### src/rtl/decrypt_req_framer.sv
// decrypt_req_framer: prepends a registered metadata header beat to each packet bound for the decrypt engine
module decrypt_req_framer #(
  parameter int DATA_W = 512,
  parameter int META_W = 272
) (
  input  logic                clk,
  input  logic                rst,
  input  logic [META_W-1:0]   meta_tdata,
  input  logic                meta_tvalid,
  output logic                meta_tready,
  input  logic [DATA_W-1:0]   pkt_tdata,
  input  logic [DATA_W/8-1:0] pkt_tkeep,
  input  logic                pkt_tlast,
  input  logic                pkt_tvalid,
  output logic                pkt_tready,
  output logic [DATA_W-1:0]   out_tdata,
  output logic [DATA_W/8-1:0] out_tkeep,
  output logic                out_tlast,
  output logic                out_tvalid,
  input  logic                out_tready,
  output logic [15:0]         len_bytes,
  output logic                len_valid,
  output logic [31:0]         frame_cnt
);
  localparam int KEEP_W = DATA_W / 8;
  localparam int PC_W = $clog2(KEEP_W + 1);
  typedef enum logic [1:0] {IDLE, HDR, BODY} state_t;
  state_t state_q, state_d;
  logic [META_W-1:0] meta_q, meta_d;
  logic [15:0] acc_q, acc_d, len_bytes_q, len_bytes_d;
  logic len_valid_q, len_valid_d, run_q;
  logic [31:0] frame_cnt_q, frame_cnt_d;
  logic [PC_W-1:0] pc;
  logic [16:0] sum;
  logic meta_xfer, out_xfer, body_xfer, done;
  always_comb begin
    pc = '0;
    for (int i = 0; i < KEEP_W; i++) pc = pc + PC_W'(pkt_tkeep[i]);
  end
  always_comb begin
    meta_tready = state_q == IDLE && run_q;
    pkt_tready = state_q == BODY && out_tready;
    out_tvalid = state_q == HDR || (state_q == BODY && pkt_tvalid);
    out_tdata = state_q == HDR ? DATA_W'(meta_q) : state_q == BODY ? pkt_tdata : '0;
    out_tkeep = state_q == HDR ? KEEP_W'({(META_W/8){1'b1}}) : state_q == BODY ? pkt_tkeep : '0;
    out_tlast = state_q == BODY && pkt_tlast;
    len_bytes = len_bytes_q;
    len_valid = len_valid_q;
    frame_cnt = frame_cnt_q;
    meta_xfer = meta_tvalid && meta_tready;
    out_xfer = out_tvalid && out_tready;
    body_xfer = state_q == BODY && out_xfer;
    done = body_xfer && pkt_tlast;
    state_d = state_q == IDLE ? (meta_xfer ? HDR : IDLE) :
              state_q == HDR ? (out_xfer ? BODY : HDR) :
              (done ? IDLE : BODY);
    meta_d = meta_xfer ? meta_tdata : meta_q;
    sum = {1'b0, acc_q} + 17'(pc);
    acc_d = meta_xfer ? '0 : body_xfer ? (sum[16] ? 16'hFFFF : sum[15:0]) : acc_q;
    len_bytes_d = done ? acc_d : len_bytes_q;
    len_valid_d = done;
    frame_cnt_d = frame_cnt_q + 32'(done);
  end
  always_ff @(posedge clk) begin
    if (!rst) begin
      state_q <= IDLE;
      meta_q <= '0;
      acc_q <= '0;
      len_bytes_q <= '0;
      len_valid_q <= 1'b0;
      frame_cnt_q <= '0;
      run_q <= 1'b0;
    end else begin
      state_q <= state_d;
      meta_q <= meta_d;
      acc_q <= acc_d;
      len_bytes_q <= len_bytes_d;
      len_valid_q <= len_valid_d;
      frame_cnt_q <= frame_cnt_d;
      run_q <= 1'b1;
    end
  end
endmodule

### config.mk
export PLATFORM = sky130hd
export DESIGN_NAME = decrypt_req_framer
export DESIGN_NICKNAME = d
export VERILOG_FILES = /design/src/rtl/decrypt_req_framer.sv
export SDC_FILE = /design/constraint.sdc
export NUM_CORES = 1
export LEC_CHECK = 0
export CAP_MARGIN = 30
export CORE_AREA = 5 5 570 572
export CTS_CLUSTER_SIZE = 8
export DETAILED_ROUTE_END_ITERATION = 6
export DIE_AREA = 0 0 575 577
export PLACE_DENSITY = 0.35
export REMOVE_ABC_BUFFERS = 1
export SYNTH_ARGS = -nofsm -noshare
export SYNTH_HDL_FRONTEND = slang
export SYNTH_SLANG_ARGS = --single-unit
### constraint.sdc
create_clock -name clk -period 22 [get_ports clk]
set_input_delay 4.4 -clock clk [delete_from_list [all_inputs] [get_ports clk]]
set_output_delay 4.4 -clock clk [all_outputs]
set_load 0.03 [all_outputs]
==> run_results.csv, run 1 <==
group,metric,value,unit
hold_path,hold_end,"meta_q[113]",
cells_and_area,fill_cells,36749,
drt,ant_nets,0,
floorplanning,fp-row-count,208,
logic_synthesis,yosysSeqAreaShare,0.362,
worst_setup_path,worstPathMaxFanout,8,
logic_synthesis,synth_edf_count,0,
power,powerDensity,77.8,nW/um^2
drt,drt_iter0_markers,1360,
floorplanning,dieArea,332000,sq um
cells_and_area,layout-drive-gt1-share,0.0360,
hold_path,holdPathStages,2,
global_routing,grt_max_degree,148,
logic_synthesis,synth_top_area_share,0.362,
global_routing,antenna_found_initial,317,
sta,min_period_over_period,0.488,
sta,max_slew.worst_pin.slew,0.901,ns
logic_synthesis,yosys.area_share.simple,0.242,
worst_setup_path,cp-end-kind,"flop",
clock_tree,numCtsBuffers,57,
floorplanning,die_h,577,um
clock_tree,cts_sinks,340,
placement,routabilityCongestion,0.936,
worst_setup_path,crit_required,22.54,ns
sta,hold_slack,0.452,ns
hold_path,holdCritPathClass,"flop to flop",
clock_tree,clock_latency,0.73,ns
sta,fmax,93.2,MHz
drt,drt-wirelength-per-cell,30.7,um
logic_synthesis,synth_compound_area_frac,0.239,
worst_setup_path,critPathKind,"primary input to flop",
cells_and_area,seq_area,6810,sq um
sta,rsz0062_at_grt,"no",
cells_and_area,multiInputGateArea,10900,sq um
power,ir_drop,0.215,mV
logic_synthesis,synth_mux_area_frac,0.00166,
clock_tree,cts_hold_buf,0,
sta,setup_tns,0,ns
cells_and_area,final_util,0.127,
clock_tree,cts_resized,0,
logic_synthesis,synth_cells,2372,
clock_tree,post_cts_buffers,0,
clock_tree,clk_pin_slew,0.05,ns
placement,port_buffers,1482,
logic_synthesis,ys_ff_latch,340,
logic_synthesis,synth_fa_ha_area_frac,0.0790,
global_routing,grt_first_pass_wirelength,299000,um
logic_synthesis,synth-async-reset-ratio,0,
clock_tree,cts_root_buffer,"clkbuf_16",
floorplanning,fp.dieW,575,um
sta,setup_viol,0,
drt,drt_first_pass_iters,5,
logic_synthesis,synth_flop_cell,"dfxtp_1",
placement,dpl.hpwl,218000,um
logic_synthesis,synth_top_family_by_area,"simple AND/OR/NAND/NOR gates",
worst_setup_path,rr_endpoint,"len_bytes[15]",
sta,period_needed,10.73,ns
sta,slew_headroom,0.399,
sta,hold_violations,0,
sta,fin_skew,0.0539,ns
cells_and_area,area_growth,115,%
worst_setup_path,r2r-start,"acc_q[0]",
logic_synthesis,yosys.area.top_type,"dfxtp_1",
worst_setup_path,reg2reg_depth,17,
floorplanning,core,320000,sq um
hold_path,min_from,"meta_q[113]",
logic_synthesis,yosys_warnings,0,
global_routing,grt.overflow.total,0,
power,p_leak,14.0,nW
drt,vias,24822,
global_routing,grtUsageTotal,0.141,
logic_synthesis,avgSynthCellArea,7.92,sq um
logic_synthesis,synth_cell_types,59,
worst_setup_path,worst-r2r-setup-slack,15.65,ns
outcome,outcome,"finished clean",
logic_synthesis,synth_xor_area_frac,0.0154,
floorplanning,ios,1483,
clock_tree,ctsHtreeMaxLevel,2,
clock_tree,cts_tree,"built",
cells_and_area,nets,4687,
run,max_cap_viol_count,0,
global_routing,grt_pass1_vias,24428,
logic_synthesis,yosys-top-cells-area,"dfxtp_1, a22o_1, nand2_1",
clock_tree,clk_path_buf_depth,3,
logic_synthesis,netlist_area,18800,sq um
worst_setup_path,cp_data_arrival_time,11.27,ns
worst_setup_path,setup.worst_path.start_class,"primary input",
logic_synthesis,synth.most_common_cell,"nand2_1",
logic_synthesis,synthTopCellsByCount,"nand2_1, dfxtp_1, and2_1",
drt,viasPerCell,3.09,
sta,maxSlewViolCount,0,
drt,drc_errors,0,
drt,routed_wl,246000,um
floorplanning,start_util,0.0588,
[critical path, stage by stage]
cell and delay, ns:
clkdlybuf4s50_1 0.51, fa_1 0.58, inv_1 0.05, fa_1 0.48, inv_1 0.05, fa_1 0.49
inv_1 0.06, fa_1 0.51, fa_1 0.43, fa_1 0.54, fa_1 0.43, fa_1 0.51
fa_1 0.19, inv_1 0.07, fa_1 0.49, a211oi_2 0.28, o21ai_2 0.12, a221oi_1 0.48
nor2_2 0.20, nor4_1 0.30, a311oi_1 0.09
[registers in the layout (all words and copies together) (netlist names)]
register,cells
run_q,1
len_valid,1
frame_cnt,32
acc_q,16
state_q,2
meta_q,272
len_bytes,16
[power breakdown]
part | total, mW | switching, mW | internal [mW]
registers | 0.657 | 0.0157 | 0.641
clock network | 0.953 | 0.394 | 0.559
logic | 1.54 | 0.871 | 0.668
[placed cells by master (no fill, tap or decap), types with 3 or more instances in the layout]
master / n
or3_1: 5
o21ai_0: 11
buf_12: 3
nand3_1: 15
xor2_1: 15
a21oi_1: 287
buf_16: 5
nor3_1: 11
inv_1: 91
o21a_1: 3
dfxtp_1: 340
clkbuf_1: 7
nor2b_1: 3
a211oi_1: 14
nand2_1: 567
a22o_1: 272
and2_1: 287
and4_1: 7
a21o_1: 36
ha_1: 29
bufinv_16: 5
a31oi_1: 5
clkbuf_16: 57
nand4_1: 7
diode_2: 44
nor2_1: 44
xnor2_1: 18
fa_1: 56
clkbuf_8: 10
a311oi_1: 4
and3_1: 4
buf_4: 27
clkdlybuf4s50_1: 1482
clkinv_4: 3
[per-stage QoR]
step	cell area [sq um]	total power, mW	instances	setup WS [ns]
after global placement	38400	2.19	7884	10.66
final	40500	3.15	8021	11.27
after floorplan	18000	1.66	2172	-0.0954
after detailed placement	38500	2.21	7888	10.55
after CTS	40300	3.23	7976	11.36
after global routing	40400	3.36	7998	11.02
[cell type report]
class | instances | share of cell area
multi-input cells | 1739 | 0.268
well taps | 4200 | 0.130
clock buffers | 74 | 0.0393
diodes | 44 | 0.00272
inverters | 93 | 0.00881
repair buffers | 1517 | 0.376
flip-flops and latches | 340 | 0.168
clock inverters | 14 | 0.00649
[metal layers]
layer | vias up | routed length (um) | track usage
li1 | 10782 | - | -
met3 | 636 | 30900 | 0.0754
met2 | 1600 | 122000 | 0.254
met4 | 144 | 8450 | 0.0359
met5 | - | 998 | 0
met1 | 11660 | 84000 | 0.141
[logic make-up (layout without fill, tap and decap cells)]
group | after synthesis | count (layout)
DFF | 340 | 340
muxes | 3 | 3
xor gates and xnor gates | 33 | 33
adders and majority gates | 85 | 85
AOI/OAI and AO/OA | 649 | 649
buffers and inverters | 293 | 1698
other | 0 | 44
and+or+nand+nor | 969 | 969
[how the worst max path moves through the flow]
stage                             start             end  slack (ns)  cells after the start
after floorplan              state_q[0]    out_tdata[0]        -0.1                      2
after global placement    pkt_tkeep[35]   len_bytes[15]       10.66                     21
after detailed placement  pkt_tkeep[53]   len_bytes[15]       10.55                     21
after CTS                    state_q[1]  out_tdata[448]       11.36                      8
after global routing      pkt_tkeep[53]   len_bytes[15]       11.02                     21
final                     pkt_tkeep[53]   len_bytes[15]       11.27                     21
(Power assumes the default switching activity.)
==> run 2: changes to the inputs <==
- clock period: 22 -> 8.9 ns (I/O delays scaled with it)
==> run_results.csv, run 2 (same netlist as run 1, synthesis figures left out) <==
group,metric,value,unit
floorplanning,start_util,0.0588,
hold_path,min_from,"meta_q[102]",
sta,fin_skew,0.0458,ns
worst_setup_path,worstPathMaxFanout,5,
global_routing,grt_max_degree,153,
clock_tree,cts_hold_buf,0,
clock_tree,cts_tree,"built",
power,powerDensity,190,nW/um^2
sta,setup_viol,0,
cells_and_area,regMostFlops,"meta_q",
drt,ant_nets,0,
sta,period_needed,8.06,ns
outcome,outcome,"finished clean",
worst_setup_path,setup.worst_path.start_class,"primary input",
placement,port_buffers,1482,
drt,drt_first_pass_iters,5,
cells_and_area,stdcell_area,40300,sq um
cells_and_area,layout-drive-gt1-share,0.0319,
drt,viasPerCell,3.12,
clock_tree,clk_pin_slew,0.06,ns
sta,final_critical_path_setup_slack,0.838,ns
worst_setup_path,cp_data_arrival_time,8.69,ns
sta,hold_slack,0.451,ns
sta,hold_violations,0,
placement,dpl.hpwl,218000,um
global_routing,antenna_found_initial,327,
clock_tree,numCtsBuffers,57,
floorplanning,core,320000,sq um
drt,drt-wirelength-per-cell,31.0,um
cells_and_area,largest_reg_flops,272,
floorplanning,fp.dieW,575,um
drt,drc_errors,0,
global_routing,grt_first_pass_wirelength,302000,um
floorplanning,dieArea,332000,sq um
sta,min_period_over_period,0.906,
sta,rsz0062_at_grt,"no",
drt,drt_iter0_markers,1276,
global_routing,grt_pass1_vias,24743,
clock_tree,cts_resized,0,
cells_and_area,nets,4676,
sta,max_slew.worst_pin.slew,1.05,ns
worst_setup_path,cp-end-kind,"flop",
power,p_leak,13.9,nW
clock_tree,cts_root_buffer,"clkbuf_16",
sta,maxSlewViolCount,0,
power,ir_drop,0.612,mV
hold_path,holdCritPathClass,"flop to flop",
worst_setup_path,critPathKind,"primary input to flop",
worst_setup_path,crit_required,9.53,ns
worst_setup_path,critPathLaunch,"pkt_tkeep[59]",
floorplanning,ios,1483,
clock_tree,clk_path_buf_depth,3,
clock_tree,ctsHtreeMaxLevel,2,
cells_and_area,mostFrequentLayoutCells,"clkdlybuf4s50_1, nand2_1, dfxtp_1, and2_1, a21oi_1",
placement,pre_cts_ws,0.0676,ns
clock_tree,clock_latency,0.74,ns
run,max_cap_viol_count,0,
cells_and_area,area_growth,115,%
clock_tree,cts_sinks,340,
global_routing,grtUsageTotal,0.142,
sta,slew_headroom,0.301,
sta,fmax,124,MHz
drt,routed_wl,248000,um
cells_and_area,fill_cells,36733,
placement,placed_cell_area,38500,sq um
floorplanning,fp-row-count,208,
floorplanning,die_h,577,um
cells_and_area,final_common_cell,"clkdlybuf4s50_1",
clock_tree,post_cts_buffers,0,
global_routing,grt.overflow.total,0,
worst_setup_path,r2r-start,"acc_q[0]",
placement,routabilityCongestion,0.903,
drt,vias,24962,
run 2: cell count changes in the layout (fill, tap and decap cells not counted), moves of 2 or more:
cell / previous run / this run
diode_2: 44 / 35
clkbuf_1: 7 / 12
clkinvlp_4: 1 / 5
buf_12: 3 / 10
clkbuf_8: 10 / 2
clkinv_4: 3 / 1
buf_4: 27 / 11
clkinv_16: 2 / 0
buf_16: 5 / 2
run 2: layer usage:
layer  wire, um  global-route usage  part of all wire  up-vias
li1           -                   -                 -    10764
met1      83200               0.139              0.34    11744
met2     122000               0.256              0.49     1607
met3      33200              0.0845              0.13      685
met4       8880              0.0328             0.036      162
met5       1080                   0            0.0043        -
run 2: worst paths after layout:
| kind | to | slack, ns | cells after the start |
|---|---|---|---|
| worst max-delay path | len_bytes[10] | 0.84 | 21 |
| worst min register to register | meta_q[102] | 0.45 | 2 |
| worst min-delay path | meta_q[102] | 0.45 | 2 |
| worst max register to register | len_bytes[10] | 2.56 | 17 |
run 2: final cells by class:
type | instances | area [sq um] | area share
well taps | 4200 | 5260 | 0.130
diodes | 35 | 87.6 | 0.00217
repair buffers | 1506 | 15200 | 0.377
flip-flops and latches | 340 | 6810 | 0.169
clock inverters | 16 | 248 | 0.00614
multi-input cells | 1739 | 10900 | 0.269
inverters | 93 | 357 | 0.00884
clock buffers | 72 | 1520 | 0.0378
run 2: report_power, final:
part	total (mW)	internal, mW	switching (mW)
clock network	2.30	1.33	0.967
logic	3.73	1.65	2.08
registers	1.63	1.59	0.0393
total	7.65	4.57	3.09
run 2: stage by stage:
step / instances / total power [mW] / util / setup TNS, ns
after global placement: 7875 / 5.35 / 0.120 / 0
after detailed placement: 7877 / 5.41 / 0.120 / 0
final: 8001 / 7.65 / 0.126 / 0
after global routing: 7978 / 8.28 / 0.126 / 0
after floorplan: 2172 / 4.09 / - / -6686.49
after CTS: 7965 / 7.85 / 0.126 / 0
run 2: critical path, cell delays in order:
cell             delay (ns)
clkdlybuf4s50_1        0.51
inv_1                  0.08
fa_1                   0.50
fa_1                   0.51
inv_1                  0.05
fa_1                   0.48
inv_1                  0.06
fa_1                   0.52
fa_1                   0.44
fa_1                   0.54
fa_1                   0.43
fa_1                   0.53
fa_1                   0.21
inv_1                  0.07
fa_1                   0.49
a211oi_2               0.28
o21ai_2                0.14
a221o_1                0.44
and4_4                 0.21
or3_1                  0.32
a21oi_2                0.11
==> run 3: changes to the inputs <==
- MAX_ROUTING_LAYER: default -> met4
==> run_results.csv, run 3 (same netlist as run 1, synthesis figures left out) <==
group,metric,value,unit
power,share_seq_of_total_power,0.213,
clock_tree,post_cts_buffers,0,
sta,rsz0062_at_grt,"no",
worst_setup_path,path_buf_inv,5,
power,total_power,7.64,mW
sta,maxSlewViolCount,0,
floorplanning,start_util,0.0588,
worst_setup_path,path_common_cell,"fa_1",
drt,ant_nets,0,
worst_setup_path,cp_data_arrival_time,8.67,ns
worst_setup_path,cp_cell_sequence,"clkdlybuf4s50_1, inv_1, fa_1, fa_1, inv_1, fa_1, inv_1, fa_1, fa_1, fa_1, fa_1, fa_1, fa_1, inv_1, fa_1, a211oi_2, o21ai_2, a221o_1, nand2_2, nand3_1, o221a_2",
cells_and_area,final_common_cell,"clkdlybuf4s50_1",
floorplanning,fp-row-count,208,
hold_path,holdCritPathClass,"flop to flop",
sta,setup_tns,0,ns
power,combPwrFrac,0.484,
cells_and_area,largest_reg_flops,272,
placement,placed_cell_area,38400,sq um
worst_setup_path,critPathKind,"primary input to flop",
global_routing,grt_first_pass_wirelength,303000,um
worst_setup_path,path_delay_family,"adder cells",
power,power.switching,3.03,mW
placement,port_buffers,1482,
drt,drt_iter0_markers,1332,
power,power.share.switching,0.396,
power,ir_drop,0.439,mV
clock_tree,clk_pin_slew,0.05,ns
power,p_leak,13.9,nW
clock_tree,clk_path_buf_depth,3,
cells_and_area,stdcell_area,40500,sq um
drt,routed_wl,249000,um
worst_setup_path,cp-end-kind,"flop",
global_routing,grt.overflow.total,0,
clock_tree,ctsHtreeMaxLevel,2,
sta,max_slew.worst_pin.slew,1.06,ns
global_routing,grtUsageTotal,0.147,
cells_and_area,nets,4678,
drt,vias,24569,
floorplanning,fp.dieW,575,um
power,powerDensity,189,nW/um^2
outcome,outcome,"finished clean",
floorplanning,core,320000,sq um
sta,hold_violations,0,
sta,period_needed,8.08,ns
run,max_cap_viol_count,0,
worst_setup_path,crit_slowest_cell,"fa_1",
floorplanning,ios,1483,
floorplanning,die_h,577,um
placement,dpl.hpwl,219000,um
sta,min_period_over_period,0.908,
global_routing,antenna_found_initial,320,
sta,fin_skew,0.0303,ns
sta,fmax,124,MHz
clock_tree,cts_hold_buf,0,
drt,drt_first_pass_iters,5,
worst_setup_path,cp_slowest_stage_delay,0.54,ns
clock_tree,numCtsBuffers,56,
cells_and_area,mostFrequentLayoutCells,"clkdlybuf4s50_1, nand2_1, dfxtp_1, and2_1, a21oi_1",
clock_tree,cts_resized,0,
power,power.internal,4.61,mW
drt,viasPerCell,3.04,
cells_and_area,instances_no_fill,8076,
worst_setup_path,worstPathMaxFanout,10,
global_routing,grt_max_degree,164,
placement,dp.cells,7881,
cells_and_area,area_growth,115,%
drt,drt-wirelength-per-cell,30.8,um
cells_and_area,layout-drive-gt1-share,0.0324,
clock_tree,clock_latency,0.72,ns
floorplanning,dieArea,332000,sq um
sta,setup_viol,0,
worst_setup_path,setup.worst_path.start_class,"primary input",
worst_setup_path,crit_required,9.49,ns
placement,routabilityCongestion,0.924,
sta,slew_headroom,0.291,
clock_tree,cts_sinks,340,
power,clkPwrFrac,0.304,
drt,drc_errors,0,
clock_tree,cts_root_buffer,"clkbuf_16",
clock_tree,cts_tree,"built",
cells_and_area,regMostFlops,"meta_q",
sta,hold_slack,0.450,ns
global_routing,grt_pass1_vias,24600,
run 3: cell type report:
class	instances	area, sq um
multi-input cells	1739	10900
flip-flops and latches	340	6810
clock buffers	73	1530
well taps	4200	5260
clock inverters	13	262
fillers	36682	279000
diodes	109	273
repair buffers	1509	15200
inverters	93	357
run 3: routing by layer:
metal  up-vias  wire length (um)  global-route usage  share of wire
li1      10894                 -                   -              -
met1     11616             84900               0.139           0.34
met2      1566            123000               0.254           0.49
met3       493             33300              0.0853           0.13
met4         0              8340              0.0378          0.033
met5         -                 0                   -              0
run 3: through the flow:
stage	setup WS, ns	util
floorplan	-10.95	-
global placement	0.132	0.120
detailed placement	0.0832	0.120
CTS	0.902	0.126
global route	0.582	0.127
finish	0.819	0.127
run 3: worst paths after layout:
path | start | end | slack, ns | cells after the start
max | pkt_tkeep[59] | acc_q[11] | 0.82 | 21
min | meta_q[183] | meta_q[183] | 0.45 | 2
max reg2reg | acc_q[0] | acc_q[11] | 2.58 | 17
min reg2reg | meta_q[183] | meta_q[183] | 0.45 | 2
run 3: power by group through the flow:
stage / Clock (mW) / Sequential, mW / Combinational (mW)
4_1_cts: 2.47 / 1.63 / 3.77
5_1_grt: 2.49 / 1.63 / 4.05
3_5_place_dp: 0 / 1.66 / 3.75
2_1_floorplan: 0 / 1.64 / 2.45
3_3_place_gp: 0 / 1.66 / 3.72
6_report: 2.32 / 1.62 / 3.70
run 3: worst reg2reg max path, stage by stage, from the launching register on:
cell	delay (ns)
dfxtp_1	0.41
inv_1	0.13
fa_1	0.58
fa_1	0.44
fa_1	0.53
fa_1	0.45
fa_1	0.52
fa_1	0.43
fa_1	0.51
fa_1	0.19
inv_1	0.06
fa_1	0.49
a211oi_2	0.27
o21ai_2	0.13
a221o_1	0.44
nand2_2	0.22
nand3_1	0.11
o221a_2	0.30
